--- config.mk ---
export PLATFORM = sky130hd
export DESIGN_NAME = oam_dma_arbiter
export DESIGN_NICKNAME = d
export VERILOG_FILES = /design/src/rtl/oam_dma_arbiter_pkg.sv /design/src/rtl/oam_dma_addr_decode.sv /design/src/rtl/oam_dma_arbiter.sv
export SDC_FILE = /design/constraint.sdc
export NUM_CORES = 1
export LEC_CHECK = 0
export ABC_AREA = 1
export ABC_CLOCK_PERIOD_IN_PS = 3760
export CAP_MARGIN = 20
export CORE_MARGIN = 3
export CORE_UTILIZATION = 30
export CTS_CLUSTER_SIZE = 25
export DETAILED_ROUTE_END_ITERATION = 12
export PLACE_DENSITY_LB_ADDON = 0.2
export SLEW_MARGIN = 20
export SYNTH_ARGS = -nofsm -noshare
export SYNTH_HDL_FRONTEND = slang
export SYNTH_SLANG_ARGS = --single-unit
export TNS_END_PERCENT = 10
--- constraint.sdc ---
create_clock -name clk -period 3.76 [get_ports clk]
set_input_delay 1.128 -clock clk [delete_from_list [all_inputs] [get_ports clk]]
set_output_delay 1.128 -clock clk [all_outputs]
set_load 0.02 [all_outputs]
--- src/rtl/oam_dma_arbiter_pkg.sv ---
// Shared types and constants for the OAM DMA bus arbiter.
// Imported by the arbiter top and its address decoder.
package oam_dma_arbiter_pkg;

    localparam logic [15:0] DMA_REG_ADR = 16'hFF46;
    localparam logic [15:0] OAM_BASE    = 16'hFE00;
    localparam logic [15:0] HRAM_LO     = 16'hFF80;
    localparam logic [15:0] HRAM_HI     = 16'hFFFE;

    typedef enum logic [1:0] {
        IDLE  = 2'd0,
        START = 2'd1,
        XFER  = 2'd2
    } dma_state_e;

    typedef enum logic [1:0] {
        CLS_MAIN = 2'd0,
        CLS_HRAM = 2'd1,
        CLS_REG  = 2'd2
    } adr_class_e;

    localparam logic [1:0] PH_READ  = 2'd0;
    localparam logic [1:0] PH_LATCH = 2'd1;
    localparam logic [1:0] PH_WRITE = 2'd2;
    localparam logic [1:0] PH_NEXT  = 2'd3;

    // Pages 0xE0-0xFF alias work RAM at 0xC0-0xDF (echo region).
    function automatic logic [7:0] src_page(input logic [7:0] r);
        return (r >= 8'hE0) ? (r & 8'hDF) : r;
    endfunction

endpackage

--- src/rtl/oam_dma_addr_decode.sv ---
// Classifies a CPU address as HRAM, DMA register or main bus.
// Purely combinational; shared by IO blocks that need the same split.
module oam_dma_addr_decode
    import oam_dma_arbiter_pkg::*;
(
    input  logic [15:0] cpu_adr,
    output adr_class_e  cls
);

    always_comb begin
        cls = CLS_MAIN;
        if (cpu_adr == DMA_REG_ADR) begin
            cls = CLS_REG;
        end else if (cpu_adr >= HRAM_LO && cpu_adr <= HRAM_HI) begin
            cls = CLS_HRAM;
        end
    end

endmodule

--- src/rtl/oam_dma_arbiter.sv ---
// Main bus arbiter with the 0xFF46 OAM DMA engine; HRAM stays on its
// own port so the CPU can run from HRAM while DMA owns the bus.
module oam_dma_arbiter
    import oam_dma_arbiter_pkg::*;
#(
    parameter int XFER_BYTES  = 160,
    parameter int START_DELAY = 4
) (
    input  logic        clk,
    input  logic        reset,
    input  logic [15:0] cpu_adr,
    input  logic [7:0]  cpu_dout,
    input  logic        cpu_ddrv,
    input  logic        cpu_read,
    input  logic        cpu_write,
    output logic [7:0]  cpu_data,
    output logic [15:0] adr,
    output logic [7:0]  dout,
    output logic        ddrv,
    output logic        read,
    output logic        write,
    input  logic [7:0]  data,
    output logic [6:0]  hram_adr,
    output logic        hram_read,
    output logic        hram_write,
    output logic [7:0]  hram_dout,
    input  logic [7:0]  hram_data,
    output logic        dma_active
);

    localparam logic [7:0] LAST_IDX = 8'(XFER_BYTES - 1);
    localparam logic [7:0] LAST_CNT = 8'(START_DELAY - 1);

    adr_class_e cls;
    dma_state_e state;
    logic [7:0] dma_reg;
    logic [7:0] idx;
    logic [7:0] cnt;
    logic [7:0] byte_q;
    logic [1:0] phase;
    logic       prev_write;
    logic [15:0] bus_adr;
    logic [7:0]  bus_dout;
    logic        bus_ddrv;
    logic        bus_read;
    logic        bus_write;
    logic        is_hram;
    logic        is_reg;
    logic        is_main;
    logic        reg_wr;

    oam_dma_addr_decode u_dec (
        .cpu_adr (cpu_adr),
        .cls     (cls)
    );

    assign is_hram = (cls == CLS_HRAM);
    assign is_reg  = (cls == CLS_REG);
    assign is_main = (cls == CLS_MAIN);
    assign reg_wr  = cpu_write & ~prev_write & is_reg;

    assign hram_adr   = cpu_adr[6:0];
    assign hram_read  = cpu_read & is_hram;
    assign hram_write = cpu_write & is_hram;
    assign hram_dout  = cpu_dout;

    always_comb begin
        cpu_data = 8'hFF;
        if (is_hram) begin
            cpu_data = hram_data;
        end else if (is_reg) begin
            cpu_data = dma_reg;
        end else if (state == IDLE) begin
            cpu_data = data;
        end
    end

    always_comb begin
        adr   = bus_adr;
        dout  = bus_dout;
        ddrv  = bus_ddrv;
        read  = bus_read;
        write = bus_write;
        if (state == IDLE) begin
            adr   = cpu_adr;
            dout  = cpu_dout;
            ddrv  = cpu_ddrv & is_main;
            read  = cpu_read & is_main;
            write = cpu_write & is_main;
        end
    end

    always_ff @(posedge clk or negedge reset) begin
        if (!reset) begin
            state      <= IDLE;
            dma_reg    <= 8'h00;
            idx        <= 8'h00;
            cnt        <= 8'h00;
            phase      <= PH_READ;
            byte_q     <= 8'h00;
            prev_write <= 1'b0;
            dma_active <= 1'b0;
            bus_adr    <= 16'h0000;
            bus_dout   <= 8'h00;
            bus_ddrv   <= 1'b0;
            bus_read   <= 1'b0;
            bus_write  <= 1'b0;
        end else begin
            prev_write <= cpu_write;
            // A register write always (re)starts, even on the last edge.
            if (reg_wr) begin
                dma_reg    <= cpu_dout;
                state      <= START;
                cnt        <= 8'h00;
                idx        <= 8'h00;
                phase      <= PH_READ;
                dma_active <= 1'b1;
                bus_ddrv   <= 1'b0;
                bus_read   <= 1'b0;
                bus_write  <= 1'b0;
            end else begin
                case (state)
                    IDLE: begin
                    end
                    START: begin
                        if (cnt == LAST_CNT) begin
                            state    <= XFER;
                            idx      <= 8'h00;
                            phase    <= PH_READ;
                            bus_adr  <= {src_page(dma_reg), 8'h00};
                            bus_read <= 1'b1;
                        end else begin
                            cnt <= cnt + 8'd1;
                        end
                    end
                    XFER: begin
                        unique case (phase)
                            PH_READ: begin
                                byte_q   <= data;
                                bus_read <= 1'b0;
                                phase    <= PH_LATCH;
                            end
                            PH_LATCH: begin
                                bus_adr   <= OAM_BASE + {8'h00, idx};
                                bus_dout  <= byte_q;
                                bus_ddrv  <= 1'b1;
                                bus_write <= 1'b1;
                                phase     <= PH_WRITE;
                            end
                            PH_WRITE: begin
                                bus_write <= 1'b0;
                                bus_ddrv  <= 1'b0;
                                phase     <= PH_NEXT;
                            end
                            PH_NEXT: begin
                                phase <= PH_READ;
                                if (idx == LAST_IDX) begin
                                    state      <= IDLE;
                                    idx        <= 8'h00;
                                    dma_active <= 1'b0;
                                end else begin
                                    idx      <= idx + 8'd1;
                                    bus_adr  <= {src_page(dma_reg), idx + 8'd1};
                                    bus_read <= 1'b1;
                                end
                            end
                        endcase
                    end
                    default: state <= IDLE;
                endcase
            end
        end
    end

endmodule

==> metrics.yaml <==
r2r-start: "phase[0]"
clockBufferDepth: 2
syn_to_final_growth_pct: 37.6
min_path_cells: 2
ys_warn_count: 0
fp-row-count: 41
r2r_end: "bus_adr[2]"
r2r_setup_slack_ns: 1.54
critPathKind: "in -> out"
irDropWorstVdd_v: 0.000217
drcViolationCount: 0
crit_buf_inv: 4
min_path_type: "reg -> reg"
die_area_um2: 14500
tightestPinTransition_ns: 0.835
io_buffers: 97
timing.final.ws_setup_ns: 0.0773
path_max_fanout: 5
ys_seq_area_share_pct: 40.7
powerDensity_nw_per_um2: 632
timing.fmax_mhz: 272
first_global_vias: 3697
hold_violations: 0
gp_congestion: 0.799
relSlewSlack_pct: 44.3
vias: 3882
finalClockSkew_ns: 0.00857
grt_pass1_wl_um: 18800
numCtsBuffers: 9
cp.arrival_ns: 2.55
status: "complete, no violations"
yosys_register_bits: 64
antenna_found_initial: 0
drive_above_1_share_pct: 12.7
htreeDepth: 3
fin_crit_sh_pct: 97.9
clock_latency_ns: 0.33
grtUsageTotal_pct: 16.1
dr.pass1.iters: 4
min_from: "bus_dout[2]"
drv_cap: 0
num_antenna_cells: 0
die_w_um: 121
critPathTopFamily: "buffers and inverters"
reg2reg_depth: 9
cts_hold_buf: 0
slew_viol_final: 0
netlist_instances: 563
drt-initial-drc-count: 158
root_buffer: "clkbuf_16"
regMostFlops: "bus_adr"
grt_overflow: 0
initial_utilization_pct: 30.9
wire_per_inst_um: 13.9
fillers: 1360
viasPerCell: 4.67
setup.worst_path.end_class: "output pin"
start_kind: "input pin"
pre_cts_ws_ns: -0.615
largest_reg_flops: 16
setup_viol: 0
cp_slowest_cell: "clkdlybuf4s50_1"
postSynthAreaPerCell_um2: 6.99
critPathRequiredTime_ns: 2.63
cts_tree: "done"
die_h_um: 121
path_cells: "clkdlybuf4s50_1, nand2_1, inv_2, nand2_2, nor2_4, nand2_4, buf_4, nand2_2, o21ai_0, buf_4"
postCtsSetupBuffers: 0
p_leak_nw: 2.80
syn_nets: 615
synth_area_um2: 3940
fin_util_pct: 42.6
nNetsFinal: 707
synth_cell_types: 34
dp.final_hpwl_um: 8360
min_period_ns: 3.68
wl_um: 11500
io_pins: 98
core_um2: 12700
grt_max_degree: 65
clkSinkCount: 64
holdPathEnd: "bus_dout[2]"
antenna_left: 0
finalPower_mw: 3.42
max_stage_delay_ns: 0.47
cts.clk_slew.worst_paths_ns: 0.05
cell families (layout without fill, tap and decap cells):
family                     after synthesis  after routing  synth area share, %
AOI/OAI and AO/OA                       74             74                 9.89
adders and majority gates                7              7                 2.23
and+or+nand+nor                        331            332                 36.2
buffers and inverters                   84            179                 10.3
xor gates and xnor gates                 3              3                0.668
DFF                                     64             64                 40.7
placed cells by master (no fill, tap or decap), types with 3 or more instances in the layout:
cell type	instances
a21oi_1	7
buf_2	7
buf_4	18
buf_6	7
clkbuf_16	9
clkdlybuf4s50_1	71
dfrtp_1	64
dlymetal6s2s_1	12
ha_1	7
inv_1	40
inv_2	6
nand2_1	229
nand2_2	6
nand2_4	6
nand3_1	26
nand3_2	6
nand4_1	11
nor2_1	32
nor2_2	3
nor2_8	3
nor3_1	4
o21ai_0	47
o21ai_1	12
xor2_1	3
how the worst max path moves through the flow:
stage,slack (ns),cells past startpoint,startpoint,end
5_1_grt,-0.003,9,cpu_adr[5],cpu_data[6]
2_1_floorplan,0.35,8,cpu_adr[9],ddrv
6_report,0.08,10,cpu_adr[1],write
3_3_place_gp,-0.58,10,cpu_adr[11],cpu_data[0]
4_1_cts,-0.03,8,cpu_adr[13],cpu_data[5]
3_5_place_dp,-0.61,10,cpu_adr[6],cpu_data[0]
area by class of cell:
class / count / area [µm²] / area share, %
clock inverters: 3 / 17.5 / 0.323
clock buffers: 12 / 256 / 4.74
flip-flops and latches: 64 / 1600 / 29.6
multi-input cells: 416 / 2020 / 37.4
well taps: 172 / 215 / 3.97
repair buffers: 115 / 1110 / 20.5
inverters: 49 / 191 / 3.54
cells in the mapped netlist:
master | number | area share (%)
dfrtp_1 | 64 | 41
o21bai_1 | 1 | 0.19
ha_1 | 7 | 2.2
nor2_2 | 2 | 0.32
xor2_1 | 3 | 0.67
nand3b_1 | 1 | 0.19
o21ai_1 | 7 | 0.89
nor3b_1 | 2 | 0.38
inv_2 | 2 | 0.19
nor2_8 | 3 | 1.5
nand2_4 | 2 | 0.57
o21ai_0 | 53 | 6.7
clkinv_1 | 1 | 0.095
inv_6 | 1 | 0.22
nand3_2 | 1 | 0.25
a21oi_1 | 7 | 0.89
buf_2 | 8 | 1.0
nor3_1 | 4 | 0.51
nor2_1 | 35 | 3.3
o22ai_1 | 1 | 0.16
buf_6 | 2 | 0.57
o211ai_1 | 2 | 0.38
o21a_1 | 1 | 0.19
nand3_1 | 31 | 3.9
clkbuf_1 | 8 | 0.76
buf_4 | 16 | 3.1
a22o_1 | 1 | 0.22
nand4_1 | 11 | 1.7
a21oi_2 | 1 | 0.22
inv_1 | 45 | 4.3
nand2_1 | 234 | 22
clkbuf_2 | 1 | 0.13
nand2_2 | 4 | 0.64
nand3_4 | 1 | 0.45
metrics by stage:
step,TNS [ns],instance area [µm²],cells,hold slack (ns)
after floorplan,0,3940,563,0.442
after global placement,-6.48,5030,814,0.454
after detailed placement,-6.73,5030,814,0.460
after CTS,-0.0895,5280,830,0.473
after global routing,-0.00319,5420,831,0.501
final,0,5420,831,0.472
metal layers:
metal	up-vias	track usage (%)	routed length, µm
li1	1964	-	-
met3	4	3.13	546
met5	-	0	0
met2	73	26.7	5530
met4	0	4.25	70
met1	1841	21.7	5390
where the power goes:
part | leakage [nW] | switching (mW) | total (mW) | internal (mW)
sequential | 0.779 | 0.136 | 1.04 | 0.902
clock | 0.134 | 0.299 | 0.775 | 0.476
combinational | 1.89 | 1.01 | 1.61 | 0.601
total | 2.80 | 1.44 | 3.42 | 1.98
worst reg2reg max path, stage by stage, from the launching register on:
cell,delay (ns)
dfrtp_1,0.39
ha_1,0.26
inv_1,0.23
nand2_2,0.32
inv_2,0.24
nand2_1,0.09
nand2_2,0.31
nor2_8,0.11
nand2_1,0.10
nand2_1,0.05
what timing repair did:
item	in CTS	in global routing
resized for setup	69	47
gates cloned	1	1
endpoints found under the setup margin	13	13
pin swaps	3	6
Power figures use the tool's default switching activity.
